## src/rtl/lrrr_controller.sv

```systemverilog
// Lrrr enemy sequencer: parks, spawns after a random delay, flies with periodic
// vertical reversals, explodes on a hit and leaves unscored when its lifetime expires.
module lrrr_controller #(
  parameter int unsigned SPAWN_MIN_FRAMES = 60,
  parameter int unsigned TOGGLE_PERIOD    = 45,
  parameter int unsigned LIFETIME_FRAMES  = 600,
  parameter int unsigned EXPLODE_FRAMES   = 30
) (
  input  logic clk,
  input  logic resetN,
  input  logic startOfFrame,
  input  logic enable,
  input  logic hitPulse,
  output logic idleN,
  output logic toggleY,
  output logic exploding,
  output logic scorePulse
);

  localparam int unsigned CntW = 10;
  localparam int unsigned LfsrW = 8;
  localparam logic [CntW-1:0]  CntMax    = '1;
  localparam logic [CntW-1:0]  SpawnMin  = CntW'(SPAWN_MIN_FRAMES);
  localparam logic [CntW-1:0]  Lifetime  = CntW'(LIFETIME_FRAMES);
  localparam logic [CntW-1:0]  ExplodeW  = CntW'(EXPLODE_FRAMES);
  localparam logic             TogEn     = (TOGGLE_PERIOD != 0);
  localparam logic [CntW-1:0]  TogDiv    = CntW'((TOGGLE_PERIOD == 0) ? 1 : TOGGLE_PERIOD);
  localparam logic [LfsrW-1:0] LfsrSeed  = 8'hA5;

  typedef enum logic [1:0] {
    StOff     = 2'd0,
    StWait    = 2'd1,
    StActive  = 2'd2,
    StExplode = 2'd3
  } stateT;

  stateT            state;
  stateT            stateNext;
  logic [CntW-1:0]  frameCnt;
  logic [CntW-1:0]  sofCnt;
  logic [CntW-1:0]  spawnTarget;
  logic [LfsrW-1:0] lfsr;
  logic             toggleNext;
  logic             scoreNext;

  // Frame count as it stands once the current startOfFrame is counted
  assign sofCnt = (frameCnt == CntMax) ? CntMax : frameCnt + CntW'(1);

  // State register
  always_ff @(posedge clk or negedge resetN) begin
    if (!resetN) state <= StOff;
    else         state <= stateNext;
  end

  // Next-state logic; enable low overrides every other transition
  always_comb begin
    stateNext = state;
    case (state)
      StOff:     if (enable) stateNext = StWait;
      StWait:    if (startOfFrame && (sofCnt >= spawnTarget)) stateNext = StActive;
      StActive: begin
        if (hitPulse)                                       stateNext = StExplode;
        else if (startOfFrame && (sofCnt >= Lifetime))      stateNext = StWait;
      end
      StExplode: if (startOfFrame && (sofCnt >= ExplodeW)) stateNext = StExplode == state ? StWait : state;
      default:   stateNext = StOff;
    endcase
    if (!enable) stateNext = StOff;
  end

  // Pulse outputs; a hit suppresses the toggle of the same cycle
  always_comb begin
    toggleNext = 1'b0;
    scoreNext  = 1'b0;
    if (enable && (state == StActive)) begin
      scoreNext  = hitPulse;
      toggleNext = TogEn && startOfFrame && !hitPulse && (sofCnt < Lifetime)
                   && ((sofCnt % TogDiv) == '0);
    end
  end

  // Frame counter, spawn delay and random source
  always_ff @(posedge clk or negedge resetN) begin
    if (!resetN) begin
      frameCnt    <= '0;
      spawnTarget <= SpawnMin;
      lfsr        <= LfsrSeed;
    end else begin
      lfsr <= {lfsr[6:0], lfsr[7] ^ lfsr[5] ^ lfsr[4] ^ lfsr[3]};
      if (stateNext != state)  frameCnt <= '0;
      else if (startOfFrame)   frameCnt <= sofCnt;
      if ((stateNext == StWait) && (state != StWait))
        spawnTarget <= SpawnMin + CntW'(lfsr[5:0]);
    end
  end

  // Registered outputs, aligned with the state they describe
  always_ff @(posedge clk or negedge resetN) begin
    if (!resetN) begin
      idleN      <= 1'b0;
      exploding  <= 1'b0;
      toggleY    <= 1'b0;
      scorePulse <= 1'b0;
    end else begin
      idleN      <= (stateNext == StActive);
      exploding  <= (stateNext == StExplode);
      toggleY    <= toggleNext;
      scorePulse <= scoreNext;
    end
  end

endmodule

```

## config.mk

```make
export PLATFORM = sky130hd
export DESIGN_NAME = lrrr_controller
export DESIGN_NICKNAME = d
export VERILOG_FILES = /design/src/rtl/lrrr_controller.sv
export SDC_FILE = /design/constraint.sdc
export NUM_CORES = 1
export LEC_CHECK = 0
export ABC_AREA = 1
export BUFFER_PORTS_ARGS = -buffer_cell sky130_fd_sc_hd__buf_2
export CAP_MARGIN = 20
export CORE_MARGIN = 3
export CORE_UTILIZATION = 55
export DETAILED_ROUTE_END_ITERATION = 10
export PLACE_DENSITY_LB_ADDON = 0.25
export SYNTH_ARGS = -nofsm -noshare
export SYNTH_HDL_FRONTEND = slang
export SYNTH_SLANG_ARGS = --single-unit
export TNS_END_PERCENT = 10
```

## constraint.sdc

```tcl
create_clock -name clk -period 4.7 [get_ports clk]
set_input_delay 0.235 -clock clk [delete_from_list [all_inputs] [get_ports clk]]
set_output_delay 0.235 -clock clk [all_outputs]
set_load 0.02 [all_outputs]
```

Yosys cells after proc, flatten, opt, wreduce, memory -nomap -nowiden
Index checks and enable logic that the tools add are counted.
Word-level totals
  flip-flop bits (word level): 34
  output and inout port bits: 4
  input port bits: 5
Cells by class
  order comparisons: 4
  equality and inequality tests: 10
  muxes and demuxes: 12
  bitwise gates (word level): 3
  add/sub/neg operators: 2
  divide/modulo/power cells: 1
  reductions and logical operators: 12
Operators with widths (number)
  $mux W10: 3
  $mux W2: 6
  $add A10 B1 Y10 const B: 1
  $eq A10 B10 Y1 const B: 1
  $ge A10 B10 Y1: 1
  $ge A10 B10 Y1 const B: 1
  $ge A10 B5 Y1 const B: 1
  $logic_not A10 Y1: 1
  $lt A10 B10 Y1 const B: 1
  $mod A10 B6 Y10 const B: 1
  $eq A2 B2 Y1 const B: 4
  $logic_and A1 B1 Y1: 8
  $pmux W2 S4: 1
  $add A6 B6 Y7 const A: 1
  $eq A2 B1 Y1 const B: 2
  $xor A1 B1 Y1: 3
  $eq A2 B2 Y1 const A: 1
  $logic_not A2 Y1: 1
  $mux W1: 2
  $ne A2 B1 Y1 const B: 1
  $ne A2 B2 Y1: 1
  $reduce_bool A2 Y1: 1
  $logic_not A1 Y1: 1

Longest topological paths before layout
  depth in word-level cells: 10
  mapped depth: 41
  gate-level depth less buffers: 41

Worst setup path after synthesis
No wires, ideal clock.
  path type: register to register
  from: register frameCnt[0]
  to: register toggleY
  cell stages (with the launch flop): 39
  required time: 4582 ps
  arrival: 4091 ps
  clock period less this slack: 4208 ps
  slack: 492 ps
  setup time: 118 ps
  buffers on the path: 2
  cells stage by stage: dfrtp_1 > ha_1 > nand3_2 > inv_2 > nand3b_2 > buf_6 > nand3_1 > buf_4 > nand2_1 > nand2_1 > nand2_1 > inv_2 > ha_1 > nand3b_2 > nand3_4 > nand3_4 > nand2_1 > nand2_1 > [... 3 more ...] > nor2_1 > nand3_1 > nor2_2 > a21oi_4 > nand2_4 > nand2_1 > nand2_1 > inv_1 > nand2_1 > nand2_2 > inv_2 > nand2_2 > nand2_1 > nand2_1 > nand2_1 > clkinv_1 > a21oi_1 > nor2_1
On the way
  cells in the longest elaborated chain, start to end: 6
  elaborated cells on any way between the ends: 9
RTL lines
  start, declared: RTL line 39  | logic [CntW-1:0] frameCnt;
  start signal, assigned: RTL line 91  | else if (startOfFrame) frameCnt <= sofCnt;
  $add A10 B1 Y10 or $eq A10 B10 Y1 (tied branches): RTL line 47  | assign sofCnt = (frameCnt == CntMax) ? CntMax : frameCnt + CntW'(1);
  $mux W10 *: RTL line 47
  $mod A10 B6 Y10 or $lt A10 B10 Y1 (tied branches): RTL line 78, 77
  $logic_not A10 Y1 or $logic_and A1 B1 Y1 (tied branches): RTL line 78, 77
  $logic_and A1 B1 Y1 *: RTL line 78  | && ((sofCnt % TogDiv) == '0);
  $mux W1 *: RTL line 75  | if (enable && (state == StActive)) begin
  named net toggleNext: RTL line 43  | logic toggleNext;
  end signal, assigned: RTL line 107  | toggleY <= toggleNext;
  end, declared: RTL line 15  | output logic toggleY,
The timed path passes the listed nets; every way through them passes the cells marked *.
A chain may end at the register's enable or synchronous reset.

Worst setup path after layout
Same ends and word-level chain as after synthesis.

==> out/qor.yml <==
clk_latency_ns: 0.28
detailed_place.area_um2: 2962
rows: 25
worst_path_dominant_cell_family: "simple AND/OR/NAND/NOR gates"
cp.buffers_inverters: 8
mostFrequentLayoutCell: "sky130_fd_sc_hd__nand2_1"
p_per_area_nw_per_um2: 535.8
grt_first_pass_wirelength_um: 11110
drt-total-wl_um: 7116
grt_antenna_before_repair: 0
max_slew.worst_pin.slew_ns: 0.6846
drive_gt1_share_pct: 27.11
routed-via-count: 2893
setup_viol: 0
numClockSinks: 31
globalRoute.totalOverflow: 0
dp_hpwl_um: 4984
n_antenna_cell: 0
postSynthNetCount: 432
met3_layer_usage_reported_by_global_route_pct: 4.060
outcome: "finished clean"
cts.path.max_buffers: 2
met2_routing_resource_usage_after_global_routing_pct: 36.87
fp.dieArea_um2: 6013
cp-start-kind: "flop"
antenna_violating_nets_post_route: 0
synth-warning-count: 0
die_width_um: 77.55
tritoncts_buffer_count: 5
grt_max_degree: 32
timing.max_slew.rel_slack_pct: 54.36
synthCells: 415
setup.worst_path.end_class: "flop"
critical_path_required_ns: 4.87
synth.cell_area_um2: 2815
chipHeight_um: 77.55
slew_viol_final: 0
fin_crit_ns: 4.538
layout.cells.most_common_list: "sky130_fd_sc_hd__nand2_1 (113), sky130_fd_sc_hd__inv_1 (46), sky130_fd_sc_hd__nand3_1 (46), sky130_fd_sc_hd__nor2_1 (27), sky130_fd_sc_hd__nand2_2 (24)"
drt_first_pass_iters: 5
critical_path.slowest_cell: "sky130_fd_sc_hd__dfrtp_2"
synth.ff_latch_count: 31
core_um2: 4848
dp_worst_setup_slack_ns: 0.05269
maximum_capacitance_violations: 0
setup.worst_path.class: "flop to flop"
area_delta_synth_final_pct: 19.02
final.period_utilization_pct: 96.54
slowest_delay_ns: 0.41
r2r_setup_slack_ns: 0.16
grt_util_met1_pct: 29.86
grt_pass1_vias: 2557
cts_root_buf: "sky130_fd_sc_hd__clkbuf_8"
max_freq_mhz: 220.4
io_buffers: 8
number_of_remaining_drc_errors: 0
cp.arrival_ns: 4.71
holdCritPathClass: "input port to flop"
worst_ir_drop_vdd_v: 0.0004202
avgViaCountPerCell: 5.596
synth.distinct_cells: 38
initialDrtViolationCount: 256
tritoncts: "done"
timing_hold_violations_final: 0
busiest_layer: "met2"
final_design_area_no_fill_um2: 3351
path_clk_slew_ns: 0.07
groute.usage.overall_pct: 22.39
initial_core_util_pct: 58.06
ctsHtreeMaxLevel: 2
io_pins: 9
timing.critical_path.mode_cell: "sky130_fd_sc_hd__nand2_1"
final.setup_skew_ns: 0.006277
finalWeightedCongestion: 0.9762
yosysSeqAreaShare_pct: 27.91
critPathMaxFanout: 6
num-nets-final: 466
routedWlPerCell_um: 13.76
smallest_setup_slack_after_layout_ns: 0.1624
static-leakage-power_nw: 1.729
avgSynthCellArea_um2: 6.784
## through the flow
step | setup TNS, ns | util [%] | total power, mW | hold slack [ns] | std cells
after floorplan | 0 | - | 1.132 | -0.06059 | 415
after global placement | 0 | 61.08 | 1.325 | 0.3008 | 492
after detailed placement | 0 | 61.08 | 1.339 | 0.3020 | 492
after CTS | 0 | 64.10 | 1.662 | 0.2202 | 501
after global routing | -0.1197 | 69.11 | 1.945 | 0.2401 | 517
final | 0 | 69.11 | 1.795 | 0.2245 | 517
## timing repair
action / in CTS / in global routing
hold buffers: 1 / 0
setup endpoints to repair: 0 / 1
buffers inserted: 0 / 16
endpoints found under the hold margin: 6 / 0
resized for setup: 0 / 37
## state kept, by name, summed over array words and instances, names as in the netlist
register,cells
frameCnt,10
lfsr,8
spawnTarget,7
state,2
exploding,1
idleN,1
scorePulse,1
toggleY,1
## final cells by class
class | instances | area [um^2]
Inverter | 59 | 224.0
Tap cell | 67 | 83.83
Timing Repair Buffer | 32 | 220.2
Clock buffer | 5 | 68.82
Fill cell | 397 | 1498
Multi-Input combinational cell | 320 | 1898
Clock inverter | 3 | 67.56
Sequential cell | 31 | 788.3
## logic make-up (layout without fill, tap and decap cells)
family	count (synthesis)	count (layout)	synth area share, %
compound gates	38	38	8.756
simple gates	258	258	45.33
fa+ha+maj	12	12	5.333
flops	31	31	27.91
buf+inv	64	99	8.933
xor+xnor	12	12	3.734
## worst reg2reg max path: cells and delay by family (launching register included)
kind                       cells  cell delay [ns]
and+or+nand+nor               26             2.55
DFF                            1             0.41
AOI/OAI and AO/OA              2             0.38
adders and majority gates      2             0.38
buffers and inverters          8             0.70
## power breakdown
part	internal, mW	switching (mW)
clock network	0.211	0.105
logic	0.402	0.709
registers	0.325	0.0435
## cells in the mapped netlist, drive strengths merged
| library cell | instances | area (um^2) |
|---|---|---|
| a211oi | 10 | 75.07 |
| a31oi | 1 | 6.260 |
| o211ai | 2 | 15.01 |
| and3b | 1 | 8.760 |
| inv | 58 | 217.7 |
| and2 | 1 | 8.760 |
| xor2 | 9 | 78.83 |
| nor4 | 1 | 6.260 |
| clkinv | 1 | 3.750 |
| nor2 | 39 | 176.4 |
| xnor2 | 3 | 26.28 |
| a21oi | 9 | 56.31 |
| ha | 12 | 150.1 |
| nand3 | 57 | 362.8 |
| nand3b | 5 | 45.04 |
| dfstp | 8 | 210.2 |
| o221ai | 1 | 8.760 |
| nand2 | 142 | 595.6 |
| o21ai | 13 | 68.81 |
| clkbuf | 3 | 11.26 |
| o21bai | 1 | 7.510 |
| nand4 | 10 | 62.56 |
| dfrtp | 23 | 575.6 |
| nor3 | 2 | 10.01 |
| buf | 2 | 18.77 |
| o41ai | 1 | 8.760 |
## layer usage
metal | share of wire, % | vias to the layer above
li1 | - | 1418
met1 | 44 | 1339
met2 | 47 | 109
met3 | 6.4 | 27
met4 | 2.7 | 0
met5 | 0 | -
## path summary, 6_finish.rpt
path                               end   startpoint  depth (start not counted)
min reg2reg                    lfsr[7]      lfsr[6]                          0
max                            toggleY  frameCnt[0]                         38
max reg2reg                    toggleY  frameCnt[0]                         38
min in group asynchronous      lfsr[3]       resetN                          2
max in group asynchronous  frameCnt[2]       resetN                          2
min                         scorePulse     hitPulse                          2
Power figures use the tool's default switching activity.
